**config.mk**
```make
export PLATFORM = sky130hd
export DESIGN_NAME = uart_recv_flat
export DESIGN_NICKNAME = d
export VERILOG_FILES = /design/src/rtl/uart_recv_if.sv /design/src/rtl/uart_recv.sv /design/src/flat_wrapper.sv
export SDC_FILE = /design/constraint.sdc
export NUM_CORES = 1
export LEC_CHECK = 0
export ABC_AREA = 1
export BUFFER_PORTS_ARGS = -buffer_cell sky130_fd_sc_hd__buf_2
export CORE_AREA = 5 5 66 79
export CTS_BUF_LIST = sky130_fd_sc_hd__clkbuf_8
export CTS_CLUSTER_DIAMETER = 200
export CTS_CLUSTER_SIZE = 40
export DETAILED_ROUTE_END_ITERATION = 10
export DIE_AREA = 0 0 71 84
export GPL_ROUTABILITY_DRIVEN = 0
export PLACE_DENSITY = 0.49
export SYNTH_ARGS = -nofsm -noshare
export SYNTH_HDL_FRONTEND = slang
export SYNTH_SLANG_ARGS = --single-unit
```
**constraint.sdc**
```tcl
create_clock -name clk -period 2.1 [get_ports clk]
set_clock_uncertainty 0.2 [all_clocks]
set_input_delay 0.315 -clock clk [delete_from_list [all_inputs] [get_ports clk]]
set_output_delay 0.315 -clock clk [all_outputs]
set_load 0.02 [all_outputs]
```
**src/rtl/uart_recv_if.sv**
```systemverilog
// uart_recv_if: serial-pin and byte-output bundle for the UART receiver.
// The slave modport is the receiver's view; the master modport is the view of
// whoever drives the pin and consumes the received bytes.
interface uart_recv_if;
   logic       rxd;          // serial line, idle high, asynchronous to clk
   logic [7:0] data;         // last correctly received byte
   logic       data_valid;   // one-cycle strobe: data updated this cycle
   logic       frame_err;    // one-cycle strobe: stop bit sampled low
   logic       parity_err;   // one-cycle strobe: parity mismatch
   logic       idle;         // high when no frame is in progress

   modport master (
      output rxd,
      input  data,
      input  data_valid,
      input  frame_err,
      input  parity_err,
      input  idle
   );

   modport slave (
      input  rxd,
      output data,
      output data_valid,
      output frame_err,
      output parity_err,
      output idle
   );
endinterface

```
**src/rtl/uart_recv.sv**
```systemverilog
// uart_recv: 8N1 UART receiver (8E1 when UART_RECV_PARITY_EN is defined).
// RXD is double-flopped, the start edge is confirmed at mid-bit, and every
// later bit is sampled one bit period after the previous sample point.
// The frame verdict is registered once more before it reaches the outputs,
// so DATA, DATA_VALID, FRAME_ERR and PARITY_ERR all leave from flops together.
// CLKS_PER_BIT must be at least 4.
// Optional feature macro: UART_RECV_PARITY_EN (even parity bit after the data).
module uart_recv #(
   parameter int CLKS_PER_BIT = 27,
   parameter int HALF_BIT     = CLKS_PER_BIT / 2
) (
   input  logic        clk,
   input  logic        rst,      // asynchronous, active-low
   uart_recv_if.slave  bus
);

   localparam int CNT_W = $clog2(CLKS_PER_BIT);
   localparam logic [CNT_W-1:0] HALF_LAST = CNT_W'(HALF_BIT - 1);
   localparam logic [CNT_W-1:0] BIT_LAST  = CNT_W'(CLKS_PER_BIT - 1);

   typedef enum logic [2:0] {
      S_IDLE   = 3'd0,
      S_START  = 3'd1,
      S_DATA   = 3'd2,
      S_STOP   = 3'd3,
      S_BREAK  = 3'd4
`ifdef UART_RECV_PARITY_EN
      , S_PARITY = 3'd5
`endif
   } state_t;

`ifdef UART_RECV_PARITY_EN
   // Even parity: the XOR over data and parity bit is 1 when the frame is bad.
   function automatic logic parity_bad(input logic [7:0] d, input logic p);
      return (^d) ^ p;
   endfunction
`endif

   // synchroniser
   logic             rxd_meta_r;
   logic             rxd_sync_r;

   // frame engine
   state_t           state_r;
   state_t           state_s;
   logic [CNT_W-1:0] clk_cnt_r;
   logic [CNT_W-1:0] clk_cnt_s;
   logic [2:0]       bit_cnt_r;
   logic [2:0]       bit_cnt_s;
   logic [7:0]       shift_r;
   logic [7:0]       shift_s;
   logic             idle_r;

   // frame verdict, one cycle ahead of the output strobes
   logic             pend_valid_r;
   logic             pend_valid_s;
   logic             pend_ferr_r;
   logic             pend_ferr_s;

   // output registers
   logic [7:0]       data_r;
   logic             data_valid_r;
   logic             frame_err_r;

`ifdef UART_RECV_PARITY_EN
   logic             par_bit_r;
   logic             par_bit_s;
   logic             pend_perr_r;
   logic             pend_perr_s;
   logic             parity_err_r;
`endif

   // Bring the asynchronous serial line into the clk domain (idle level on reset).
   always_ff @(posedge clk or negedge rst) begin
      if (!rst) begin
         rxd_meta_r <= 1'b1;
         rxd_sync_r <= 1'b1;
      end else begin
         rxd_meta_r <= bus.rxd;
         rxd_sync_r <= rxd_meta_r;
      end
   end

   // Next-state, counter and shift logic; decisions use only the synchronised line.
   always_comb begin
      state_s      = state_r;
      clk_cnt_s    = clk_cnt_r + CNT_W'(1);
      bit_cnt_s    = bit_cnt_r;
      shift_s      = shift_r;
      pend_valid_s = 1'b0;
      pend_ferr_s  = 1'b0;
`ifdef UART_RECV_PARITY_EN
      par_bit_s    = par_bit_r;
      pend_perr_s  = 1'b0;
`endif
      case (state_r)
         S_IDLE: begin
            clk_cnt_s = '0;
            if (!rxd_sync_r) begin
               state_s = S_START;
            end else begin
               state_s = S_IDLE;
            end
         end

         S_START: begin
            if (clk_cnt_r == HALF_LAST) begin
               clk_cnt_s = '0;
               if (rxd_sync_r) begin
                  // line went back high before mid-bit: a glitch, not a start bit
                  state_s = S_IDLE;
               end else begin
                  state_s   = S_DATA;
                  bit_cnt_s = 3'd0;
               end
            end else begin
               state_s = S_START;
            end
         end

         S_DATA: begin
            if (clk_cnt_r == BIT_LAST) begin
               clk_cnt_s = '0;
               shift_s   = {rxd_sync_r, shift_r[7:1]};
               bit_cnt_s = bit_cnt_r + 3'd1;
               if (bit_cnt_r == 3'd7) begin
`ifdef UART_RECV_PARITY_EN
                  state_s = S_PARITY;
`else
                  state_s = S_STOP;
`endif
               end else begin
                  state_s = S_DATA;
               end
            end else begin
               state_s = S_DATA;
            end
         end

`ifdef UART_RECV_PARITY_EN
         S_PARITY: begin
            if (clk_cnt_r == BIT_LAST) begin
               clk_cnt_s = '0;
               par_bit_s = rxd_sync_r;
               state_s   = S_STOP;
            end else begin
               state_s = S_PARITY;
            end
         end
`endif

         S_STOP: begin
            if (clk_cnt_r == BIT_LAST) begin
               clk_cnt_s = '0;
               if (rxd_sync_r) begin
                  // leaving at mid-stop leaves half a bit to catch a back-to-back start
                  state_s = S_IDLE;
`ifdef UART_RECV_PARITY_EN
                  if (parity_bad(shift_r, par_bit_r)) begin
                     pend_perr_s = 1'b1;
                  end else begin
                     pend_valid_s = 1'b1;
                  end
`else
                  pend_valid_s = 1'b1;
`endif
               end else begin
                  // a bad stop bit wins over any parity result
                  pend_ferr_s = 1'b1;
                  state_s     = S_BREAK;
               end
            end else begin
               state_s = S_STOP;
            end
         end

         S_BREAK: begin
            clk_cnt_s = '0;
            if (rxd_sync_r) begin
               state_s = S_IDLE;
            end else begin
               state_s = S_BREAK;
            end
         end

         default: begin
            state_s   = S_IDLE;
            clk_cnt_s = '0;
            bit_cnt_s = 3'd0;
         end
      endcase
   end

   // Frame engine state; reset aborts any frame and discards the partial byte.
   always_ff @(posedge clk or negedge rst) begin
      if (!rst) begin
         state_r      <= S_IDLE;
         clk_cnt_r    <= '0;
         bit_cnt_r    <= 3'd0;
         shift_r      <= 8'h00;
         idle_r       <= 1'b1;
         pend_valid_r <= 1'b0;
         pend_ferr_r  <= 1'b0;
`ifdef UART_RECV_PARITY_EN
         par_bit_r    <= 1'b0;
         pend_perr_r  <= 1'b0;
`endif
      end else begin
         state_r      <= state_s;
         clk_cnt_r    <= clk_cnt_s;
         bit_cnt_r    <= bit_cnt_s;
         shift_r      <= shift_s;
         idle_r       <= (state_s == S_IDLE);
         pend_valid_r <= pend_valid_s;
         pend_ferr_r  <= pend_ferr_s;
`ifdef UART_RECV_PARITY_EN
         par_bit_r    <= par_bit_s;
         pend_perr_r  <= pend_perr_s;
`endif
      end
   end

   // Output stage: publish the verdict as one-cycle strobes; DATA only moves on a good frame.
   always_ff @(posedge clk or negedge rst) begin
      if (!rst) begin
         data_r       <= 8'h00;
         data_valid_r <= 1'b0;
         frame_err_r  <= 1'b0;
`ifdef UART_RECV_PARITY_EN
         parity_err_r <= 1'b0;
`endif
      end else begin
         data_valid_r <= pend_valid_r;
         frame_err_r  <= pend_ferr_r;
`ifdef UART_RECV_PARITY_EN
         parity_err_r <= pend_perr_r;
`endif
         if (pend_valid_r) begin
            data_r <= shift_r;
         end else begin
            data_r <= data_r;
         end
      end
   end

   assign bus.data       = data_r;
   assign bus.data_valid = data_valid_r;
   assign bus.frame_err  = frame_err_r;
   assign bus.idle       = idle_r;
`ifdef UART_RECV_PARITY_EN
   assign bus.parity_err = parity_err_r;
`else
   assign bus.parity_err = 1'b0;
`endif

endmodule

```
**src/flat_wrapper.sv**
```systemverilog
// flat-port wrapper written by rule: the top's interface ports become plain ports
module uart_recv_flat 
#(
   parameter int CLKS_PER_BIT = 27,
   parameter int HALF_BIT     = CLKS_PER_BIT / 2
)
  (clk, rst, bus_rxd, bus_data, bus_data_valid, bus_frame_err, bus_parity_err, bus_idle);
  uart_recv_if bus_i ();
  input  logic clk;
  input  logic rst;
  input wire logic [$bits(bus_i.rxd)-1:0] bus_rxd;
  output wire logic [$bits(bus_i.data)-1:0] bus_data;
  output wire logic [$bits(bus_i.data_valid)-1:0] bus_data_valid;
  output wire logic [$bits(bus_i.frame_err)-1:0] bus_frame_err;
  output wire logic [$bits(bus_i.parity_err)-1:0] bus_parity_err;
  output wire logic [$bits(bus_i.idle)-1:0] bus_idle;
  assign bus_i.rxd = bus_rxd;
  assign bus_data = bus_i.data;
  assign bus_data_valid = bus_i.data_valid;
  assign bus_frame_err = bus_i.frame_err;
  assign bus_parity_err = bus_i.parity_err;
  assign bus_idle = bus_i.idle;
  uart_recv #(.CLKS_PER_BIT(CLKS_PER_BIT), .HALF_BIT(HALF_BIT)) u_core (.clk(clk), .rst(rst), .bus(bus_i));
endmodule
```
==> impl_metrics.json, run 1 <==
{
  "async_flop_share_pct": 100,
  "ios": 15,
  "cts_resized": 0,
  "dp_hpwl_um": 1900,
  "syn_inst": 154,
  "run_status": "finished, final reports clean",
  "layout-drive-gt1-share_pct": 19.4,
  "core_area_um2": 4460,
  "track_usage_pct": 9.85,
  "fin_tns_setup_ns": 0,
  "syn_area_um2": 1470,
  "die_height_um": 84,
  "intPower_mw": 1.12,
  "drc_errors": 0,
  "slew_headroom_pct": 49.9,
  "die_area_um2": 5960,
  "max_freq_mhz": 610,
  "synth-edff-count": 0,
  "critPathRequiredTime_ns": 2.07,
  "synthDistinctLibCells": 22,
  "seqPwrFrac_pct": 48.1,
  "yosysWarnings": 0,
  "wire_per_inst_um": 11.0,
  "chipWidth_um": 71,
  "post-route-period-util_pct": 78.1,
  "switching_share_pct": 32.0,
  "yosysSeqAreaShare_pct": 58.2,
  "initial_core_util_pct": 32.9,
  "grt_start_max_net_pins": 35,
  "p_leak_nw": 0.901,
  "setup.worst_path.start_class": "flop",
  "grt_pass1_wl_um": 4570,
  "synth_area_per_cell_um2": 9.53,
  "drtIter0Drc": 77,
  "ir_drop_v": 0.000438,
  "cp-end-kind": "flop",
  "vias_per_cell": 4.36,
  "route.antenna.remaining_nets": 0,
  "critical_path_class": "reg2reg",
  "clk_pin_slew_ns": 0.06,
  "syn_nets": 162,
  "slew_viol_final": 0,
  "port_buffers": 13,
  "first_pass_iters": 4,
  "ys.flop_type": "dfrtp_1",
  "grt_overflow": 0,
  "hold_class": "reg2reg",
  "max-cap-violations": 0,
  "vias": 1016,
  "hold_viol": 0,
  "area_growth_pct": 15.9,
  "synth_top_area_share_pct": 52.9,
  "num_rows": 27,
  "critPathMaxFanout": 4,
  "clockPowerShare_pct": 29.2,
  "clock-sinks": 34,
  "finalWirelength_um": 2570,
  "setup_viol": 0,
  "numCtsBuffers": 5,
  "ys_ff_latch": 34,
  "cts_tree": "yes",
  "p_per_area_nw_per_um2": 968,
  "antenna_found_initial": 0,
  "grt_pass1_vias": 1041,
  "min_period_ns": 1.64,
  "clock-root-buffer": "clkbuf_8",
  "synthTopCellsByCount": "31 x dfrtp_1, 28 x nand2_1, 26 x nor2_1",
  "timing.hold.ws_ns": 0.149,
  "yosysMostFrequentCell": "dfrtp_1",
  "cts_max_path_buffers": 2,
  "finalNetCount": 182,
  "switchingPower_uw": 528,
  "synth.area.top_cells": "dfrtp_1 53%, nand2_1 7.2%, nor2_1 6.6%",
  "ctsHtreeMaxLevel": 2,
  "yosys.area.top_type": "dfrtp_1",
  "rsz0062_at_grt": "false",
  "crit_arrival_ns": 1.61,
  "worst_pin_slew_ns": 0.752,
  "antenna_cells": 0,
  "worstSkewPairLatency_ns": 0.28,
  "combPwrFrac_pct": 22.7
}
[repair_timing]
action / 4_1_cts / 5_1_grt
hold endpoints to repair: 32 / 0
hold buffers: 2 / 0
buffers inserted: 0 / 0
[layout make-up]
class                      instances  area (um2)
sequential                        34         855
tap                               58        72.6
multi-input combinational         95         508
clock buffer                       6        82.6
timing repair buffer              16        92.6
inverter                          22        82.6
clock inverter                     2        8.76
fill                             475        2760
[logic make-up after synthesis]
family / Yosys count / share of synthesized area [%]
mux: 3 / 2.30
flops: 34 / 58.2
fa+ha+maj: 5 / 4.26
other cells: 1 / 0.256
buf+inv: 25 / 7.16
simple gates: 70 / 21.1
compound gates: 13 / 4.94
xor+xnor: 3 / 1.79
[metal layers]
layer	global-route usage [%]	vias up	share of wire (%)
met5	0	-	0
met4	5.64	0	0.62
met3	3.73	2	4.6
met2	16.5	17	54
met1	10.4	480	41
li1	-	517	-
[metrics by stage]
stage | setup WS [ns] | total power, mW | cells | instance area [um2] | util, %
5_1_grt | 0.278 | 1.78 | 233 | 1700 | 38.2
3_3_place_gp | 0.524 | 1.16 | 223 | 1590 | 35.7
6_report | 0.461 | 1.65 | 233 | 1700 | 38.2
3_5_place_dp | 0.448 | 1.18 | 223 | 1590 | 35.7
2_1_floorplan | 0.618 | 1.08 | 154 | 1470 | -
4_1_cts | 0.438 | 1.69 | 233 | 1700 | 38.2
[power by group through the flow]
stage | Sequential (mW) | Clock, mW | Combinational [mW]
6_report | 0.793 | 0.480 | 0.375
5_1_grt | 0.806 | 0.537 | 0.437
4_1_cts | 0.794 | 0.515 | 0.381
3_5_place_dp | 0.806 | 0 | 0.375
3_3_place_gp | 0.802 | 0 | 0.361
2_1_floorplan | 0.804 | 0 | 0.276
[worst max-delay path, stage by stage (launching register included)]
cell and delay, ns:
dfrtp_1 0.41, inv_1 0.10, ha_1 0.14, inv_1 0.03, nor2_1 0.12, nand3_1 0.11, nand2_1 0.14, nand3_1 0.14
nand2_1 0.10, nand2_1 0.05
[flip-flops by register name, summed over array words and instances, names as in the netlist]
name,flops
u_core.bit_cnt_r,3
u_core.bus.data,8
u_core.bus.data_valid,1
u_core.bus.frame_err,1
u_core.bus.idle,1
u_core.clk_cnt_r,5
u_core.pend_ferr_r,1
u_core.pend_valid_r,1
u_core.rxd_meta_r,1
u_core.rxd_sync_r,1
u_core.shift_r,8
u_core.state_r,3
[placed cells by master (no fill, tap or decap), drive strengths merged]
cell type / count
a21oi: 7
and3: 1
buf: 14
clkbuf: 6
clkinv: 1
conb: 1
dfrtp: 31
dfstp: 3
dlygate4sd3: 2
ha: 5
inv: 23
mux2: 3
nand2: 29
nand3: 7
nand4: 4
nor2: 28
nor3: 1
o21ai: 6
xnor2: 1
xor2: 2
[worst paths after layout]
kind | from | cells after the start | to | slack, ns
worst min-delay path | u_core.pend_ferr_r$_DFF_PN0_ | 0 | u_core.bus.frame_err$_DFF_PN0_ | 0.15
min in group asynchronous | rst | 2 | u_core.bus.data[3]$_DFFE_PN0P_ | 0.44
max in group asynchronous | rst | 2 | u_core.state_r[2]$_DFF_PN0_ | 0.78
worst max-delay path | u_core.clk_cnt_r[0]$_DFF_PN0_ | 9 | u_core.bit_cnt_r[1]$_DFFE_PN0P_ | 0.46
worst min register to register | u_core.pend_ferr_r$_DFF_PN0_ | 0 | u_core.bus.frame_err$_DFF_PN0_ | 0.15
worst max register to register | u_core.clk_cnt_r[0]$_DFF_PN0_ | 9 | u_core.bit_cnt_r[1]$_DFFE_PN0P_ | 0.46
Note: power is estimated with default switching activity, not from simulation.
==> run 2: changes to the inputs <==
- ABC_AREA: 1 -> 0
- PLACE_DENSITY: 0.49 -> 0.51
- clock period: 2.1 -> 1.4 ns (I/O delays scaled with it)
==> impl_metrics.json, run 2 <==
{
  "slew_headroom_pct": 63.0,
  "area_growth_pct": 33.9,
  "clock-sinks": 34,
  "grt_overflow": 0,
  "fin_area_um2": 1960,
  "cts_tree": "yes",
  "synthTopCellsByCount": "31 x dfrtp_1, 16 x mux2_2, 13 x nor2_1",
  "synth-edff-count": 0,
  "grt_start_max_net_pins": 19,
  "yosysSeqAreaShare_pct": 58.3,
  "switchingPower_uw": 692,
  "crit_arrival_ns": 1.76,
  "switching_share_pct": 27.8,
  "cts_max_path_buffers": 2,
  "setup_viol": 22,
  "critPathRequiredTime_ns": 1.36,
  "clk_pin_slew_ns": 0.06,
  "numCtsBuffers": 5,
  "grt_pass1_vias": 1040,
  "post-route-period-util_pct": 129,
  "clock-root-buffer": "clkbuf_8",
  "synth_area_per_cell_um2": 12.9,
  "r2r_setup_slack_ns": -0.40,
  "final_util_pct": 44.0,
  "drtIter0Drc": 34,
  "ios": 15,
  "worstSkewPairLatency_ns": 0.28,
  "combPwrFrac_pct": 26.3,
  "crit_family": "flip-flops",
  "p_leak_nw": 0.992,
  "run_status": "finished, violations left",
  "slowest_delay_ns": 0.39,
  "first_pass_iters": 3,
  "hold_class": "reg2reg",
  "crit_chain": "inv_2 -> ha_2 -> and4b_2 -> nand2_4 -> o211a_1 -> mux2_4",
  "clockPowerShare_pct": 28.5,
  "syn_inst": 114,
  "critPathMaxFanout": 3,
  "initial_core_util_pct": 32.9,
  "crit_slowest_cell": "dfrtp_1",
  "synth_top_area_share_pct": 52.9,
  "reg2reg_from": "u_core.clk_cnt_r[0]$_DFF_PN0_",
  "vias": 980,
  "min_period_ns": 1.80,
  "drc_errors": 0,
  "layout_commonest_cell": "dfrtp_1",
  "synth.area.top_cells": "dfrtp_1 53%, mux2_2 12%, dfstp_2 5.4%",
  "layout-drive-gt1-share_pct": 51.2,
  "final.setup.worst_slack_ns": -0.404,
  "critical_path_buf_inv_count": 1,
  "max-cap-violations": 0,
  "ir_drop_v": 0.000527,
  "die_height_um": 84,
  "finalWirelength_um": 2720,
  "dp_hpwl_um": 1970,
  "mostFrequentLayoutCells": "31 x dfrtp_1, 26 x buf_4, 13 x mux2_2, 13 x buf_2, 12 x nor2_1",
  "regToRegEndpoint": "u_core.bit_cnt_r[0]$_DFFE_PN0P_",
  "track_usage_pct": 10.1,
  "fin_tns_setup_ns": -6.07,
  "worst_pin_slew_ns": 0.553,
  "reg2reg_depth": 6,
  "grt_pass1_wl_um": 4800,
  "rsz0062_at_grt": "true",
  "wire_per_inst_um": 12.5,
  "finalPower_mw": 2.49,
  "antenna_cells": 0,
  "n_fill_cell": 443,
  "max_freq_mhz": 554,
  "setup.worst_path.start_class": "flop",
  "violations": "setup timing",
  "timing.hold.worst_path_depth": 0,
  "num_rows": 27,
  "slew_viol_final": 0,
  "syn_nets": 122,
  "min_to": "u_core.bus.frame_err$_DFF_PN0_",
  "place_area_um2": 1730,
  "critical_path_class": "reg2reg",
  "synthDistinctLibCells": 34,
  "core_area_um2": 4460,
  "port_buffers": 13,
  "yosys.area.top_type": "dfrtp_1",
  "die_area_um2": 5960,
  "chipWidth_um": 71,
  "seqPwrFrac_pct": 45.1,
  "yosysMostFrequentCell": "dfrtp_1",
  "yosysWarnings": 0,
  "syn_area_um2": 1470,
  "cp-end-kind": "flop",
  "async_flop_share_pct": 100,
  "p_per_area_nw_per_um2": 1270,
  "hold_viol": 0,
  "timing.hold.ws_ns": 0.151,
  "intPower_mw": 1.80,
  "route.antenna.remaining_nets": 0,
  "ctsHtreeMaxLevel": 2,
  "vias_per_cell": 4.50,
  "hold_start": "u_core.pend_ferr_r$_DFF_PN0_",
  "ys_ff_latch": 34,
  "antenna_found_initial": 0,
  "finalNetCount": 167,
  "ys.flop_type": "dfrtp_1"
}
-- run 2: cell count changes after synthesis, sizes merged, moves of 4 or more --
cell,change
nor2,-15
nand2,-23
inv,-18
mux2,+13
nand4,-4
a21oi,-5
-- run 2: through the flow --
step | setup WS, ns | std cells
floorplan | -0.363 | 114
detailed placement | -0.413 | 203
global placement | -0.380 | 203
finish | -0.404 | 218
CTS | -0.392 | 217
global route | -0.484 | 218
-- run 2: worst max path at each step --
stage                                       start                         endpoint  slack, ns  cells after the start
finish              u_core.clk_cnt_r[0]$_DFF_PN0_  u_core.bit_cnt_r[0]$_DFFE_PN0P_      -0.40                      6
global route        u_core.clk_cnt_r[1]$_DFF_PN0_  u_core.bit_cnt_r[0]$_DFFE_PN0P_      -0.48                      6
CTS                 u_core.clk_cnt_r[0]$_DFF_PN0_  u_core.bit_cnt_r[0]$_DFFE_PN0P_      -0.39                      6
detailed placement  u_core.clk_cnt_r[0]$_DFF_PN0_    u_core.shift_r[1]$_DFFE_PN0P_      -0.41                      5
global placement    u_core.clk_cnt_r[0]$_DFF_PN0_    u_core.shift_r[3]$_DFFE_PN0P_      -0.38                      5
floorplan           u_core.clk_cnt_r[0]$_DFF_PN0_  u_core.bit_cnt_r[0]$_DFFE_PN0P_      -0.36                      7
-- run 2: routing by layer --
metal | share of wire [%] | global-route usage, %
met1 | 41 | 11.4
met3 | 4.0 | 3.01
met4 | 1.5 | 4.10
met2 | 54 | 17.6
met5 | 0 | 0
-- run 2: power groups by stage --
stage | clock network [mW] | registers, mW | logic, mW
after global placement | 0 | 1.14 | 0.535
after floorplan | 0 | 1.15 | 0.279
after detailed placement | 0 | 1.14 | 0.543
final | 0.711 | 1.12 | 0.656
after CTS | 0.739 | 1.12 | 0.615
after global routing | 0.786 | 1.13 | 0.747
-- run 2: cells by family (layout without fill, tap and decap cells) --
family          Yosys count  after routing  synth area share [%]
buf+inv                  10             55                  4.61
xor+xnor                  3              3                  1.79
flops                    34             34                  58.3
fa+ha+maj                 5              5                  4.27
compound gates           12             12                  6.31
simple gates             32             33                  11.5
other cells               1              1                 0.256
mux                      17             17                  13.0
-- run 2: cell type report --
class                           instances  area (um2)  area share (%)
Inverter                                4        15.0           0.765
Tap cell                               58        72.6            3.70
Clock inverter                          2        8.76           0.446
Sequential cell                        34         855            43.5
Multi-Input combinational cell         71         618            31.5
Timing Repair Buffer                   43         312            15.9
Clock buffer                            6        82.6            4.21
-- run 2: repair_timing --
item | 4_1_cts | 5_1_grt
resized for setup | 7 | 8
endpoints found under the hold margin | 22 | 0
endpoints found under the setup margin | 22 | 22
pin swaps | 3 | 2
hold buffers | 2 | 0
gates cloned | 1 | 0
setup buffers | 3 | 1
